<file path="src/rtl/pipe_datapath_if.sv">
// pipe_datapath_if: control/data bundle of the two-stage pipelined datapath.
//   master : the controller that issues control words (CTRWRD, in_valid,
//            STALL, Cin) and returns memory read data (Din).
//   slave  : the datapath, which returns the memory address (Adrout), the
//            write data (Dout), out_valid and the V/C/N/Z status flags.
// CTRWRD layout, MSB first: {DA[AW], AA[AW], BA[AW], MB, FS[4], MD, RW}.
interface pipe_datapath_if #(
  parameter int WIDTH = 16,
  parameter int NREGS = 8
) ();
  localparam int AW = $clog2(NREGS);
  localparam int CW = 3 * AW + 7;

  logic [CW-1:0]    CTRWRD;
  logic             in_valid;
  logic             STALL;
  logic [WIDTH-1:0] Cin;
  logic [WIDTH-1:0] Din;
  logic [WIDTH-1:0] Adrout;
  logic [WIDTH-1:0] Dout;
  logic             out_valid;
  logic             V;
  logic             C;
  logic             N;
  logic             Z;

  modport master (
    output CTRWRD, in_valid, STALL, Cin, Din,
    input  Adrout, Dout, out_valid, V, C, N, Z
  );

  modport slave (
    input  CTRWRD, in_valid, STALL, Cin, Din,
    output Adrout, Dout, out_valid, V, C, N, Z
  );
endinterface

</file>
<file path="src/rtl/pipe_datapath.sv">
// pipe_datapath: two-stage pipelined datapath.
//   Stage 1 decodes CTRWRD, reads A/B from the register file (or the
//   stage-2 result when it targets the same register) and applies the
//   MB constant mux; A and B are registered as Adrout and Dout.
//   Stage 2 runs the function unit on the registered operands, picks the
//   ALU result or Din, writes the register file and updates V/C/N/Z.
// Ports:
//   CLK   - clock, all state changes on the rising edge
//   RESET - synchronous active-high reset, dominates STALL
//   bus   - pipe_datapath_if.slave (control word, handshake, data, flags)
module pipe_datapath #(
  parameter int WIDTH   = 16,
  parameter int NREGS   = 8,
  parameter int R0_ZERO = 0
) (
  input logic             CLK,
  input logic             RESET,
  pipe_datapath_if.slave  bus
);
  localparam int AW       = $clog2(NREGS);
  localparam int CW       = 3 * AW + 7;
  localparam bit ZERO_REG = (R0_ZERO != 0);

  // Function unit: returns {overflow, carry, result}. Codes 0-7 are all
  // additions of A with a selected addend and carry-in, so a single adder
  // covers them; codes 8-F are bitwise/shift operations with C=V=0.
  function automatic logic [WIDTH+1:0] alu(input logic [3:0] f,
                                           input logic [WIDTH-1:0] a,
                                           input logic [WIDTH-1:0] b);
    logic [WIDTH-1:0] addend;
    logic             cin_bit;
    logic [WIDTH:0]   sum;
    logic [WIDTH-1:0] res;
    logic             cy;
    logic             ov;
    addend  = {WIDTH{1'b0}};
    cin_bit = 1'b0;
    sum     = {(WIDTH+1){1'b0}};
    res     = {WIDTH{1'b0}};
    cy      = 1'b0;
    ov      = 1'b0;
    if (f[3] == 1'b0) begin
      case (f[2:0])
        3'd0:    begin addend = {WIDTH{1'b0}}; cin_bit = 1'b0; end
        3'd1:    begin addend = {WIDTH{1'b0}}; cin_bit = 1'b1; end
        3'd2:    begin addend = b;             cin_bit = 1'b0; end
        3'd3:    begin addend = b;             cin_bit = 1'b1; end
        3'd4:    begin addend = ~b;            cin_bit = 1'b0; end
        3'd5:    begin addend = ~b;            cin_bit = 1'b1; end
        3'd6:    begin addend = {WIDTH{1'b1}}; cin_bit = 1'b0; end
        3'd7:    begin addend = {WIDTH{1'b0}}; cin_bit = 1'b0; end
        default: begin addend = {WIDTH{1'b0}}; cin_bit = 1'b0; end
      endcase
      sum = {1'b0, a} + {1'b0, addend} + {{WIDTH{1'b0}}, cin_bit};
      res = sum[WIDTH-1:0];
      cy  = sum[WIDTH];
      // Signed overflow: like-signed inputs produced an opposite-signed sum.
      ov  = (a[WIDTH-1] == addend[WIDTH-1]) && (res[WIDTH-1] != a[WIDTH-1]);
    end else begin
      case (f[2:0])
        3'd0:    res = a & b;
        3'd1:    res = a | b;
        3'd2:    res = a ^ b;
        3'd3:    res = ~a;
        3'd4:    res = b;
        3'd5:    res = {1'b0, b[WIDTH-1:1]};
        3'd6:    res = {b[WIDTH-2:0], 1'b0};
        3'd7:    res = b;
        default: res = {WIDTH{1'b0}};
      endcase
    end
    return {ov, cy, res};
  endfunction

  // Control word fields
  logic [AW-1:0] da;
  logic [AW-1:0] aa;
  logic [AW-1:0] ba;
  logic          mb;
  logic [3:0]    fs;
  logic          md;
  logic          rw;

  assign da = bus.CTRWRD[CW-1 -: AW];
  assign aa = bus.CTRWRD[CW-AW-1 -: AW];
  assign ba = bus.CTRWRD[CW-2*AW-1 -: AW];
  assign mb = bus.CTRWRD[6];
  assign fs = bus.CTRWRD[5:2];
  assign md = bus.CTRWRD[1];
  assign rw = bus.CTRWRD[0];

  // State
  logic [WIDTH-1:0] regs [NREGS];
  logic [WIDTH-1:0] op_a;
  logic [WIDTH-1:0] op_b;
  logic [AW-1:0]    ex_da;
  logic [3:0]       ex_fs;
  logic             ex_md;
  logic             ex_rw;
  logic             ex_valid;
  logic             flag_v;
  logic             flag_c;
  logic             flag_n;
  logic             flag_z;

  // Stage 2 combinational results
  logic [WIDTH-1:0] ex_f;
  logic             ex_cy;
  logic             ex_ov;
  logic [WIDTH-1:0] wb_data;
  logic             wb_en;

  // Stage 1 combinational operand selection
  logic [WIDTH-1:0] rd_a;
  logic [WIDTH-1:0] rd_b;
  logic             fwd_a;
  logic             fwd_b;
  logic [WIDTH-1:0] a_next;
  logic [WIDTH-1:0] b_next;

  // Execute stage: function unit, write-back mux and write qualification.
  // A write to register 0 is suppressed when it is hard-wired to zero, which
  // also keeps such a write out of the forwarding path.
  always_comb begin
    ex_ov   = 1'b0;
    ex_cy   = 1'b0;
    ex_f    = {WIDTH{1'b0}};
    {ex_ov, ex_cy, ex_f} = alu(ex_fs, op_a, op_b);
    wb_data = ex_md ? bus.Din : ex_f;
    wb_en   = ex_valid && ex_rw && !(ZERO_REG && (ex_da == {AW{1'b0}}));
  end

  // Fetch stage: register read with bypass from execute, then the MB mux.
  always_comb begin
    rd_a   = (ZERO_REG && (aa == {AW{1'b0}})) ? {WIDTH{1'b0}} : regs[aa];
    rd_b   = (ZERO_REG && (ba == {AW{1'b0}})) ? {WIDTH{1'b0}} : regs[ba];
    fwd_a  = wb_en && (ex_da == aa);
    fwd_b  = wb_en && (ex_da == ba);
    a_next = fwd_a ? wb_data : rd_a;
    b_next = mb ? bus.Cin : (fwd_b ? wb_data : rd_b);
  end

  // Pipeline registers, register file and flags; STALL freezes everything.
  always_ff @(posedge CLK) begin
    if (RESET) begin
      for (int i = 0; i < NREGS; i++) begin
        regs[i] <= {WIDTH{1'b0}};
      end
      op_a     <= {WIDTH{1'b0}};
      op_b     <= {WIDTH{1'b0}};
      ex_da    <= {AW{1'b0}};
      ex_fs    <= 4'd0;
      ex_md    <= 1'b0;
      ex_rw    <= 1'b0;
      ex_valid <= 1'b0;
      flag_v   <= 1'b0;
      flag_c   <= 1'b0;
      flag_n   <= 1'b0;
      flag_z   <= 1'b0;
    end else if (!bus.STALL) begin
      if (wb_en) begin
        regs[ex_da] <= wb_data;
      end
      // Bubbles leave the flags untouched.
      if (ex_valid) begin
        flag_v <= ex_ov;
        flag_c <= ex_cy;
        flag_n <= ex_f[WIDTH-1];
        flag_z <= (ex_f == {WIDTH{1'b0}});
      end
      ex_valid <= bus.in_valid;
      if (bus.in_valid) begin
        op_a  <= a_next;
        op_b  <= b_next;
        ex_da <= da;
        ex_fs <= fs;
        ex_md <= md;
        ex_rw <= rw;
      end
    end
  end

  assign bus.Adrout    = op_a;
  assign bus.Dout      = op_b;
  assign bus.out_valid = ex_valid;
  assign bus.V         = flag_v;
  assign bus.C         = flag_c;
  assign bus.N         = flag_n;
  assign bus.Z         = flag_z;
endmodule

</file>
<file path="src/flat_wrapper.sv">
// flat-port wrapper written by rule: the top's interface ports become plain ports
module pipe_datapath_flat 
#(
  parameter int WIDTH   = 16,
  parameter int NREGS   = 8,
  parameter int R0_ZERO = 0
)
  (CLK, RESET, bus_CTRWRD, bus_in_valid, bus_STALL, bus_Cin, bus_Din, bus_Adrout, bus_Dout, bus_out_valid, bus_V, bus_C, bus_N, bus_Z);
  pipe_datapath_if #(.WIDTH(WIDTH), .NREGS(NREGS)) bus_i ();
  input logic CLK;
  input logic RESET;
  input wire logic [$bits(bus_i.CTRWRD)-1:0] bus_CTRWRD;
  input wire logic [$bits(bus_i.in_valid)-1:0] bus_in_valid;
  input wire logic [$bits(bus_i.STALL)-1:0] bus_STALL;
  input wire logic [$bits(bus_i.Cin)-1:0] bus_Cin;
  input wire logic [$bits(bus_i.Din)-1:0] bus_Din;
  output wire logic [$bits(bus_i.Adrout)-1:0] bus_Adrout;
  output wire logic [$bits(bus_i.Dout)-1:0] bus_Dout;
  output wire logic [$bits(bus_i.out_valid)-1:0] bus_out_valid;
  output wire logic [$bits(bus_i.V)-1:0] bus_V;
  output wire logic [$bits(bus_i.C)-1:0] bus_C;
  output wire logic [$bits(bus_i.N)-1:0] bus_N;
  output wire logic [$bits(bus_i.Z)-1:0] bus_Z;
  assign bus_i.CTRWRD = bus_CTRWRD;
  assign bus_i.in_valid = bus_in_valid;
  assign bus_i.STALL = bus_STALL;
  assign bus_i.Cin = bus_Cin;
  assign bus_i.Din = bus_Din;
  assign bus_Adrout = bus_i.Adrout;
  assign bus_Dout = bus_i.Dout;
  assign bus_out_valid = bus_i.out_valid;
  assign bus_V = bus_i.V;
  assign bus_C = bus_i.C;
  assign bus_N = bus_i.N;
  assign bus_Z = bus_i.Z;
  pipe_datapath #(.WIDTH(WIDTH), .NREGS(NREGS), .R0_ZERO(R0_ZERO)) u_core (.CLK(CLK), .RESET(RESET), .bus(bus_i));
endmodule
</file>
<file path="config.mk">
export PLATFORM = sky130hd
export DESIGN_NAME = pipe_datapath_flat
export DESIGN_NICKNAME = d
export VERILOG_FILES = /design/src/rtl/pipe_datapath_if.sv /design/src/rtl/pipe_datapath.sv /design/src/flat_wrapper.sv
export SDC_FILE = /design/constraint.sdc
export NUM_CORES = 1
export LEC_CHECK = 0
export ABC_AREA = 1
export CORE_AREA = 2 2 166 168
export CTS_CLUSTER_DIAMETER = 150
export DETAILED_ROUTE_END_ITERATION = 10
export DIE_AREA = 0 0 168 170
export PLACE_DENSITY_LB_ADDON = 0.08
export SYNTH_ARGS = -nofsm -noshare
export SYNTH_HDL_FRONTEND = slang
export SYNTH_SLANG_ARGS = --single-unit
</file>
<file path="constraint.sdc">
create_clock -name CLK -period 7.9 [get_ports CLK]
set_input_delay 0.79 -clock CLK [delete_from_list [all_inputs] [get_ports CLK]]
set_output_delay 0.79 -clock CLK [all_outputs]
set_load 0.1 [all_outputs]
</file>
After elaboration in Yosys (flattened, before gate mapping)
Memory sizes are Yosys's and may differ from the RTL's. A register that Yosys moved wholly into a read port is not among the register bits.
Index checks and enable logic that the tools add are counted.

operators by class
  add/subtract/negate cells = 2
  eq/ne operators = 10
  mux-type cells = 20
  bitwise gates (word level) = 6
  reduce and logical (&&, ||, !) cells = 14

operator list
  kind                count
  $pmux 16 s7         1
  $mux 16             6
  $pmux 16 s4         1
  $not 16->16         2
  $add 16x16->17      1
  $add 17x1->17       1
  $and 16x16->16      1
  $logic_not 16->1    1
  $or 16x16->16       1
  $reduce_or 16->1    1
  $xor 16x16->16      1
  $eq 3x3->1 const B  4
  $mux 1              10
  $eq 3x2->1 const B  2
  $reduce_or 2->1     3
  $reduce_or 3->1     2
  $reduce_or 5->1     1
  $reduce_and 2->1    2
  $eq 3x1->1 const B  1
  $eq 3x3->1          1
  $logic_and 1x1->1   3
  $logic_not 3->1     1
  $mux 3              1
  $pmux 1 s2          1
  other kinds (3)     3

word-level totals
  register bits after elaboration = 30
  memory bits (writable) = 128
  input bits = 52
  output and inout port bits = 37
  word-level logic and storage cells = 63
  memories = 1

memories
  memory       words  width  rd ports  clocked after memory_dff  wr ports  line                 RTL
  u_core.regs  8      16     2         1                         8         pipe_datapath.sv:93  logic [WIDTH-1:0] regs [NREGS];

Logic depth before layout (Yosys ltp)
Gate-level depths: netlist of run 1.

  depth after elaboration = 10
  gate-level depth with buffers = 25

Least setup slack after synthesis of run 1
OpenSTA, ideal clock, no wires.

  path type = register to register
  start point = register u_core.op_b[0] (netlist: u_core.bus.Dout[0])
  end point = register u_core.op_b[6] (netlist: u_core.bus.Dout[6])
  library setup time = 0.134 ns
  data arrival time = 3.238 ns
  required time = 7.766 ns
  path slack = 4.528 ns
  stages on the path, launching flop included = 17
  buffers on the path = 0
  clock period less this slack = 3.372 ns
  cells stage by stage = dfxtp_1 inv_1 a211oi_1 fa_1 inv_1 fa_1 nand2_1 nand2_1 nand3_1 nand2_1 or2_2 nand3_1 nand3_2 nand2_2 nor2_1 o21ai_1 a21oi_1

between the ends
  cells in the longest elaborated chain, start to end = 9

ends and longest elaborated chain
  element                  line                                      RTL
  start, declared          pipe_datapath.sv:95                       logic [WIDTH-1:0] op_b;
  start signal, assigned   pipe_datapath.sv:150                      op_b <= {WIDTH{1'b0}};
  start signal, assigned   pipe_datapath.sv:174                      op_b <= b_next;
  $not 16->16              pipe_datapath.sv:48, pipe_datapath.sv:49
  $pmux 16 s4 *            pipe_datapath.sv:43                       case (f[2:0])
  $mux 16 *                pipe_datapath.sv:42                       if (f[3] == 1'b0) begin
  $add 16x16->17 *         pipe_datapath.sv:54                       sum = {1'b0, a} + {1'b0, addend} + {{WIDTH{1'b0}}, cin_bit};
  $add 17x1->17 *          pipe_datapath.sv:54
  $mux 16 *                pipe_datapath.sv:42
  $mux 16 *                pipe_datapath.sv:129                      wb_data = ex_md ? bus.Din : ex_f;
  $mux 16 * (2 in series)  pipe_datapath.sv:140                      b_next = mb ? bus.Cin : (fwd_b ? wb_data : rd_b);

Mark *: on every way between the ends. The rest lies on a longest branch, timed or not. The select of a mux whose other input is x is not followed.
A chain may end at the register's enable or synchronous reset.

==> flow_metrics.env, run 1 <==
export IMPL_die_height_um=170
export IMPL_p_leak_nw=5.36
export IMPL_design_area_um2=13400
export IMPL_vias=11500
export IMPL_num_rows=60
export IMPL_crit_type="flip-flop to flip-flop"
export IMPL_slowest_delay_ps=510
export IMPL_ant_nets=0
export IMPL_power_total_mw=2.46
export IMPL_crit_chain="inv_2, nor2_2, nand2_1, nand2_1, a211oi_1, fa_1, inv_1, fa_1, nand3_1, nand3_1, nand2_1, nand4_1, nand3_1, nand3_1, and2_1, inv_1, nor2_1"
export IMPL_ys_types=44
export IMPL_ff2ff_setup_slack_ps=3620
export IMPL_drv_cap=0
export IMPL_drv_slew=0
export IMPL_grt_antenna_before_repair=0
export IMPL_timing_hold_ws_ps=479
export IMPL_cts_sinks=174
export IMPL_initial_core_util=0.444
export IMPL_finalHoldViolations=0
export IMPL_hold_depth=2
export IMPL_die_area_um2=28600
export IMPL_power_density_nw_per_um2=184
export IMPL_r2r_cells=17
export IMPL_yosys_warnings=0
export IMPL_clkSlewWorstSetupHoldPaths_ps=70
export IMPL_first_global_vias=10900
export IMPL_reg2reg_to="u_core.regs[5][8]$_SDFFCE_PN0P_"
export IMPL_routed_wl_mm=41.7
export IMPL_tns_ps=0
export IMPL_fmax_mhz=234
export IMPL_root_buffer="clkbuf_16"
export IMPL_hold_path_class="flip-flop to flip-flop"
export IMPL_syn_to_final_growth_pct=12.8
export IMPL_cts_tree="yes"
export IMPL_n_antenna_cell=0
export IMPL_crit_top_cell="nand3_1"
export IMPL_drt_initial_drc_count=1309
export IMPL_dp_hpwl_mm=28.6
export IMPL_postSynthAreaPerCell_um2=7.35
export IMPL_ys_async_sr_fraction=0
export IMPL_setup_viol=0
export IMPL_ys_seq_area_frac=0.402
export IMPL_slew_headroom=0.296
export IMPL_die_w_um=168
export IMPL_core_area_um2=26700
export IMPL_finalCriticalPeriod_ps=4280
export IMPL_hold_path_startpoint="u_core.bus.V$_SDFFE_PP0P_"
export IMPL_worstMarginPinSlew_ps=1050
export IMPL_post_cts_buffers=0
export IMPL_grt_pass1_wl_mm=63.1
export IMPL_drive_gt1_frac=0.0661
export IMPL_path_max_fanout=15
export IMPL_clk_latency_ps=430
export IMPL_slowest_stage="nand2_1"
export IMPL_clk_path_buf_depth=2
export IMPL_num_nets_final=1738
export IMPL_grt_max_degree=89
export IMPL_post_drt_via_cell_ratio=5.77
export IMPL_cts_hold_fix_buffers=0
export IMPL_syn_num_nets=1713
export IMPL_ys_flop_type="edfxtp_1"
export IMPL_synth_area_um2=11800
export IMPL_ys_ff_latch=174
export IMPL_synth_edf_count=128
export IMPL_grt_overflow_total=0
export IMPL_first_pass_iters=6
export IMPL_syn_inst=1612
export IMPL_finalCritPeriodShare=0.542
export IMPL_port_buffers=88
export IMPL_wl_per_cell_um=21.0
export IMPL_cp_end_kind="flip-flop"
export IMPL_cts_htree_levels=4
export IMPL_reg2reg_from="u_core.ex_fs[0]$_SDFFE_PP0P_"
export IMPL_required_ps=8040
export IMPL_cts_buffers=17
export IMPL_worst_endpoint_arrival_ps=4430
export IMPL_status="complete, no violations"
export IMPL_place_congestion=0.964
export IMPL_start_kind="flip-flop"
export IMPL_ir_worst_vdd_mv=0.136
export IMPL_skew_ps=16.4
export IMPL_grt_usage=0.291
export IMPL_place_area_um2=12800
export IMPL_pin_count=89
export IMPL_grt_setup_unrepaired="false"
export IMPL_whs_endpoint="u_core.bus.V$_SDFFE_PP0P_"
export IMPL_route_detailed_drc=0
export IMPL_cts_resized=0
## cells by family (layout without fill, tap and decap cells)
kind of cell / count (synthesis) / count (layout) / share of synthesized area
adders and majority gates: 49 / 49 / 0.0530
buffers and inverters: 243 / 279 / 0.0839
DFF: 174 / 174 / 0.402
and+or+nand+nor: 693 / 693 / 0.247
xor gates and xnor gates: 7 / 7 / 0.00518
AOI/OAI and AO/OA: 446 / 446 / 0.209
## registers in the layout, summed over array words and instances (netlist names), 3 cells and up
name and flops:
u_core.bus.Adrout 16, u_core.ex_da 3, u_core.regs 128, u_core.bus.Dout 16
u_core.ex_fs 4
## per-layer routing
metal | up-vias | GRT usage | part of all wire
met4 | 0 | 0.139 | 0.039
met5 | - | 0 | 0
met2 | 528 | 0.490 | 0.47
met1 | 5357 | 0.376 | 0.42
met3 | 98 | 0.0321 | 0.068
li1 | 5487 | - | -
## final cells by class
| class | count | area, um^2 |
|---|---|---|
| flip-flops and latches | 174 | 4760 |
| clock inverters | 13 | 115 |
| clock buffers | 17 | 425 |
| inverters | 146 | 548 |
| fillers | 2635 | 13300 |
| repair buffers | 103 | 983 |
| multi-input cells | 1195 | 6090 |
| well taps | 341 | 427 |
## placed cells by master, fill, tap and decap left out, types with 11 or more instances in the layout
| cell type | Yosys | layout |
|---|---|---|
| a21oi_1 | 124 | 124 |
| o21ai_0 | 221 | 221 |
| clkbuf_16 | 0 | 17 |
| inv_1 | 136 | 135 |
| o21ai_1 | 17 | 17 |
| nand3_1 | 70 | 70 |
| or2_2 | 13 | 13 |
| clkdlybuf4s50_1 | 0 | 86 |
| nand2_2 | 10 | 11 |
| o211ai_1 | 16 | 16 |
| dfxtp_1 | 46 | 46 |
| nor2_1 | 305 | 305 |
| buf_4 | 3 | 15 |
| ha_1 | 47 | 47 |
| nand4_1 | 11 | 11 |
| edfxtp_1 | 128 | 128 |
| nand2_1 | 256 | 255 |
| o221ai_1 | 18 | 18 |
| o22ai_1 | 23 | 23 |
## cell usage after synthesis (5+ instances only)
cell type  number  area share
a21oi_1       124       0.052
a31oi_1         8      0.0042
buf_2          14      0.0059
buf_6           7      0.0067
clkbuf_1       71       0.023
dfxtp_1        46       0.078
edfxtp_1      128        0.32
ha_1           47       0.050
inv_1         136       0.043
inv_2           6      0.0019
nand2_1       256       0.081
nand2_2        10      0.0053
nand2_4         5      0.0048
nand3_1        70       0.030
nand3_2         8      0.0068
nand4_1        11      0.0058
nor2_1        305       0.097
o211ai_1       16       0.010
o21ai_0       221       0.093
o21ai_1        17      0.0072
o21ai_2         7      0.0052
o221ai_1       18       0.013
o22ai_1        23       0.012
or2_2          13      0.0069
xor2_1          6      0.0044
## worst max path at each step
stage,start,end,slack (ps),cells past startpoint
2_1_floorplan,u_core.bus.Dout[0]$_SDFFE_PP0P_,u_core.bus.Dout[6]$_SDFFE_PP0P_,4530,16
3_3_place_gp,u_core.ex_fs[0]$_SDFFE_PP0P_,u_core.bus.Adrout[14]$_SDFFE_PP0P_,3770,21
3_5_place_dp,u_core.ex_fs[0]$_SDFFE_PP0P_,u_core.bus.Adrout[14]$_SDFFE_PP0P_,3690,21
4_1_cts,u_core.ex_fs[0]$_SDFFE_PP0P_,u_core.bus.Adrout[14]$_SDFFE_PP0P_,3680,21
5_1_grt,u_core.ex_fs[0]$_SDFFE_PP0P_,u_core.bus.Adrout[14]$_SDFFE_PP0P_,3290,21
6_report,u_core.ex_fs[0]$_SDFFE_PP0P_,u_core.regs[5][8]$_SDFFCE_PN0P_,3620,17
## critical path, delay by kind of cell, from the launching register on
kind,cells,cell delay (ps)
AOI/OAI and AO/OA,1,400
DFF,1,440
and+or+nand+nor,11,1990
buffers and inverters,3,480
adders and majority gates,2,680
## per-stage QoR
stage          utilization  instances  setup WS [ps]
2_1_floorplan            -       1612           4530
3_3_place_gp         0.481       1959           3770
3_5_place_dp         0.481       1959           3690
4_1_cts              0.501       1989           3680
5_1_grt              0.501       1989           3290
6_report             0.501       1989           3620
## where the power goes
| part | total [mW] | internal [mW] | switching, mW |
|---|---|---|---|
| registers | 1.06 | 1.01 | 0.0421 |
| logic | 0.604 | 0.170 | 0.434 |
| clock network | 0.799 | 0.432 | 0.367 |
Note: power is estimated with default switching activity, not from simulation.
==> inputs of run 2 (changes only) <==
- clock period: 7.9 -> 4.34 ns (I/O delays scaled with it)
==> run 2 against run 1 <==
- wire length up 5.1%
- worst hold slack worse by 9.5 ps
- via count up 1.4%
- flip-flop and latch count unchanged
- clock power up 89%
- global-route usage up 1.5 points
- utilization up 0.65 points
- largest cell class unchanged
- highest routed layer unchanged
==> flow_metrics.env, run 2 (synthesis results as in run 1) <==
export IMPL_grt_usage=0.306
export IMPL_cts_tree="yes"
export IMPL_slew_headroom=0.302
export IMPL_slowest_delay_ps=520
export IMPL_n_antenna_cell=0
export IMPL_ant_nets=0
export IMPL_grt_antenna_before_repair=0
export IMPL_routed_wl_mm=43.9
export IMPL_drv_slew=0
export IMPL_cp_end_kind="flip-flop"
export IMPL_post_place_ws_ps=886
export IMPL_pin_count=89
export IMPL_drv_cap=0
export IMPL_die_w_um=168
export IMPL_tns_ps=0
export IMPL_path_max_fanout=9
export IMPL_crit_chain="nor2_2, nand2_1, nand2_1, a211oi_1, fa_1, inv_1, fa_1, nand2_1, nand2_1, nand3_1, nand2_1, or2_2, nand3_1, nand3_2, nand2_2, nor2_1, o21ai_1, a21oi_1"
export IMPL_vias=11600
export IMPL_finalHoldViolations=0
export IMPL_setup_viol=0
export IMPL_required_ps=4660
export IMPL_regMostFlops="u_core.regs"
export IMPL_die_area_um2=28600
export IMPL_cts_hold_fix_buffers=0
export IMPL_drt_initial_drc_count=1259
export IMPL_p_leak_nw=5.45
export IMPL_syn_to_final_growth_pct=14.2
export IMPL_initial_core_util=0.444
export IMPL_wl_per_cell_um=21.8
export IMPL_clk_path_buf_depth=2
export IMPL_r2r_cells=18
export IMPL_fmax_mhz=289
export IMPL_cts_htree_levels=4
export IMPL_crit_top_cell="nand2_1"
export IMPL_finalCritPeriodShare=0.797
export IMPL_power_density_nw_per_um2=336
export IMPL_die_height_um=170
export IMPL_timing_hold_ws_ps=469
export IMPL_skew_ps=22.3
export IMPL_place_area_um2=13000
export IMPL_grt_max_degree=84
export IMPL_cts_sinks=174
export IMPL_num_rows=60
export IMPL_cts_buffers=17
export IMPL_worstMarginPinSlew_ps=1050
export IMPL_post_drt_via_cell_ratio=5.79
export IMPL_hold_path_class="flip-flop to flip-flop"
export IMPL_fill_cells=2600
export IMPL_hold_depth=2
export IMPL_clkSlewWorstSetupHoldPaths_ps=80
export IMPL_clk_latency_ps=450
export IMPL_start_kind="flip-flop"
export IMPL_dp_hpwl_mm=30.0
export IMPL_layout_common_cells="nor2_1, nand2_1, o21ai_0, inv_1, edfxtp_1"
export IMPL_port_buffers=88
export IMPL_route_detailed_drc=0
export IMPL_finalCriticalPeriod_ps=3460
export IMPL_cts_resized=0
export IMPL_grt_setup_unrepaired="false"
export IMPL_status="complete, no violations"
export IMPL_largest_reg_flops=128
export IMPL_final_util=0.508
export IMPL_ff2ff_setup_slack_ps=880
export IMPL_design_area_um2=13500
export IMPL_crit_type="flip-flop to flip-flop"
export IMPL_grt_pass1_wl_mm=65.4
export IMPL_worst_slack_ps=883
export IMPL_slowest_stage="dfxtp_1"
export IMPL_drive_gt1_frac=0.0786
export IMPL_worst_endpoint_arrival_ps=3780
export IMPL_first_pass_iters=6
export IMPL_first_global_vias=10700
export IMPL_root_buffer="clkbuf_16"
export IMPL_post_cts_buffers=0
export IMPL_num_nets_final=1756
export IMPL_ir_worst_vdd_mv=0.238
export IMPL_place_congestion=1.00
export IMPL_final_common_cell="nor2_1"
export IMPL_core_area_um2=26700
export IMPL_grt_overflow_total=0
## run 2: layout make-up
| class | instances | area [um^2] | area share |
|---|---|---|---|
| Clock inverter | 14 | 140 | 0.0104 |
| Sequential cell | 174 | 4760 | 0.352 |
| Multi-Input combinational cell | 1195 | 6090 | 0.450 |
| Inverter | 146 | 548 | 0.0405 |
| Tap cell | 341 | 427 | 0.0315 |
| Timing Repair Buffer | 121 | 1130 | 0.0836 |
| Clock buffer | 17 | 425 | 0.0314 |
## run 2: per-layer routing
layer / vias to the layer above / share of wire / GRT usage
met3: 107 / 0.070 / 0.0398
met2: 556 / 0.46 / 0.501
li1: 5525 / - / -
met5: - / 0 / 0
met4: 0 / 0.048 / 0.149
met1: 5447 / 0.42 / 0.402
## run 2: critical path: cells and delay by family (launching register included)
kind            cells  cell delay, ps
compound gates      3             520
fa+ha+maj           2             660
buf+inv             1              70
flops               1             520
simple gates       12            1570
## run 2: report_power, final
| group | switching (mW) | internal (mW) | total (mW) |
|---|---|---|---|
| sequential | 0.0680 | 1.84 | 1.91 |
| combinational | 0.809 | 0.317 | 1.13 |
| clock | 0.744 | 0.763 | 1.51 |
| total | 1.62 | 2.92 | 4.55 |
## run 2: worst paths after layout
kind / from / endpoint
setup / recovery: u_core.ex_fs[1]$_SDFFE_PP0P_ / u_core.bus.Dout[6]$_SDFFE_PP0P_
hold / removal: u_core.bus.C$_SDFFE_PP0P_ / u_core.bus.C$_SDFFE_PP0P_
setup reg to reg: u_core.ex_fs[1]$_SDFFE_PP0P_ / u_core.bus.Dout[6]$_SDFFE_PP0P_
hold reg to reg: u_core.bus.C$_SDFFE_PP0P_ / u_core.bus.C$_SDFFE_PP0P_
## run 2: metrics by stage
step,cells,power (mW)
CTS,2008,4.54
floorplan,1612,2.68
finish,2008,4.55
global placement,1977,3.06
global route,2008,4.73
detailed placement,1977,3.06
==> inputs of run 3 (changes only) <==
- clock period: 4.34 -> 2.9 ns (I/O delays scaled with it)
==> run 3 against run 2 <==
- clock skew down 9.5 ps
- global-route usage up 1.9 points
- fmax up 21%
- non-clock buffer count up 129
- via count up 6.7%
- combinational power up 89%
- final cell count up 6.6%
- clock power up 57%
- register-to-register slack worse by 840 ps
- total power up 61%
- wire length up 5.9%
- critical path type unchanged
- largest cell class unchanged
==> flow_metrics.env, run 3 (synthesis results as in run 1) <==
export IMPL_status="complete, no violations"
export IMPL_clkSlewWorstSetupHoldPaths_ps=80
export IMPL_first_pass_iters=6
export IMPL_slowest_delay_ps=370
export IMPL_slowest_stage="dfxtp_4"
export IMPL_power_density_nw_per_um2=487
export IMPL_grt_overflow_total=0
export IMPL_core_area_um2=26700
export IMPL_grt_antenna_before_repair=1
export IMPL_clk_path_buf_depth=2
export IMPL_fmax_mhz=350
export IMPL_cts_tree="yes"
export IMPL_die_height_um=170
export IMPL_ir_worst_vdd_mv=0.327
export IMPL_place_congestion=1.02
export IMPL_p_sw_frac=0.353
export IMPL_clk_latency_ps=440
export IMPL_routed_wl_mm=46.4
export IMPL_largest_reg_flops=128
export IMPL_start_kind="flip-flop"
export IMPL_final_util=0.566
export IMPL_slew_headroom=0.500
export IMPL_required_ps=3270
export IMPL_dp_cells=2081
export IMPL_route_detailed_drc=0
export IMPL_pin_count=89
export IMPL_crit_type="flip-flop to flip-flop"
export IMPL_hold_depth=2
export IMPL_num_nets_final=1887
export IMPL_finalCritPeriodShare=0.985
export IMPL_switchingPower_mw=2.59
export IMPL_skew_ps=12.8
export IMPL_cts_hold_fix_buffers=0
export IMPL_layout_common_cells="nor2_1, nand2_1, o21ai_0, buf_4, inv_1"
export IMPL_final_common_cell="nor2_1"
export IMPL_worstMarginPinSlew_ps=745
export IMPL_regMostFlops="u_core.regs"
export IMPL_cts_htree_levels=4
export IMPL_num_rows=60
export IMPL_ant_nets=0
export IMPL_syn_to_final_growth_pct=27.4
export IMPL_initial_core_util=0.444
export IMPL_die_area_um2=28600
export IMPL_comb_power_share=0.291
export IMPL_die_w_um=168
export IMPL_cp_end_kind="flip-flop"
export IMPL_setup_viol=0
export IMPL_grt_pass1_wl_mm=69.8
export IMPL_pwr_share_seq=0.386
export IMPL_post_place_ws_ps=-296
export IMPL_dp_hpwl_mm=32.7
export IMPL_crit_top_cell="nand2_1"
export IMPL_drv_slew=0
export IMPL_drv_cap=0
export IMPL_drive_gt1_frac=0.219
export IMPL_root_buffer="clkbuf_16"
export IMPL_worst_endpoint_arrival_ps=3230
export IMPL_r2r_cells=22
export IMPL_port_buffers=88
export IMPL_internal_power_mw=4.75
export IMPL_first_global_vias=11600
export IMPL_p_leak_nw=6.36
export IMPL_crit_chain="inv_6, nor2_4, nand2_4, nand2_8, buf_6, a21oi_2, o21ai_1, ha_1, buf_4, nand2_1, buf_4, nor2_4, nand3_2, nand3_1, nand2_1, nand3_2, nand2_2, nor2_1, nand2_1, nor2_2, nand3_1, a21oi_2"
export IMPL_cts_sinks=174
export IMPL_crit_cells=22
export IMPL_grt_usage=0.325
export IMPL_hold_path_class="flip-flop to flip-flop"
export IMPL_finalCriticalPeriod_ps=2860
export IMPL_drt_initial_drc_count=1444
export IMPL_pwr_share_clk=0.323
export IMPL_wl_per_cell_um=21.7
export IMPL_grt_setup_unrepaired="true"
export IMPL_stdcell_count=2140
export IMPL_finalHoldViolations=0
export IMPL_crit_buf_inv=4
export IMPL_post_drt_via_cell_ratio=5.80
export IMPL_crit_family="simple AND/OR/NAND/NOR gates"
export IMPL_cts_buffers=17
export IMPL_worst_slack_ps=43.9
export IMPL_tns_ps=0
export IMPL_grt_max_degree=52
export IMPL_vias=12400
export IMPL_path_max_fanout=5
run 3: changes by cell type in the layout (fill, tap and decap cells not counted), sizes merged:
cell	previous run	this run
clkinv	8	10
diode	0	1
nand2	271	272
clkinvlp	2	0
bufinv	0	1
clkdlybuf4s50	86	49
buf	35	201
o21ai	248	249
inv	150	149
run 3: metal layers:
metal	vias up	GRT usage	wire length, um
met5	-	0	0
met4	0	0.116	1590
met3	109	0.0426	3640
met2	569	0.549	22200
met1	5946	0.429	19100
li1	5785	-	-
run 3: cell type report:
class	instances	area, um^2
repair buffers	250	2170
multi-input cells	1197	6530
well taps	341	427
diodes	1	2.50
flip-flops and latches	174	4790
clock buffers	17	425
inverters	146	558
clock inverters	14	169
fillers	2517	11600
run 3: path summary, 6_finish.rpt:
| check | from | endpoint | slack, ps |
|---|---|---|---|
| worst max-delay path | u_core.ex_fs[0]$_SDFFE_PP0P_ | u_core.bus.Z$_SDFFE_PP0P_ | 40 |
| worst min-delay path | u_core.bus.C$_SDFFE_PP0P_ | u_core.bus.C$_SDFFE_PP0P_ | 480 |
| worst max register to register | u_core.ex_fs[0]$_SDFFE_PP0P_ | u_core.bus.Z$_SDFFE_PP0P_ | 40 |
| worst min register to register | u_core.bus.C$_SDFFE_PP0P_ | u_core.bus.C$_SDFFE_PP0P_ | 480 |
run 3: metrics by stage:
step	area, um^2	power, mW	hold slack [ps]
6_report	15100	7.34	477
2_1_floorplan	11900	4.02	439
4_1_cts	14600	7.19	473
3_3_place_gp	13800	4.77	457
5_1_grt	15100	7.61	496
3_5_place_dp	13800	4.78	460
run 3: repair_timing:
item                                   4_1_cts  5_1_grt
pin swaps                                   13       47
setup endpoints to repair                  104      123
setup buffers                               10       15
endpoints found under the hold margin        0        0
gates cloned                                 2        0
gates resized for setup                     29       96
run 3: worst register-to-register path, delay by kind of cell (launching register included):
| family | cells | cell delay, ps |
|---|---|---|
| buf+inv | 4 | 480 |
| flops | 1 | 370 |
| simple gates | 14 | 1280 |
| fa+ha+maj | 1 | 340 |
| compound gates | 3 | 330 |
run 3: power by group through the flow:
stage	sequential [mW]	clock (mW)	combinational (mW)
2_1_floorplan	3.08	0	0.941
3_3_place_gp	2.88	0	1.89
3_5_place_dp	2.88	0	1.89
4_1_cts	2.83	2.39	1.97
5_1_grt	2.84	2.47	2.29
6_report	2.83	2.37	2.14
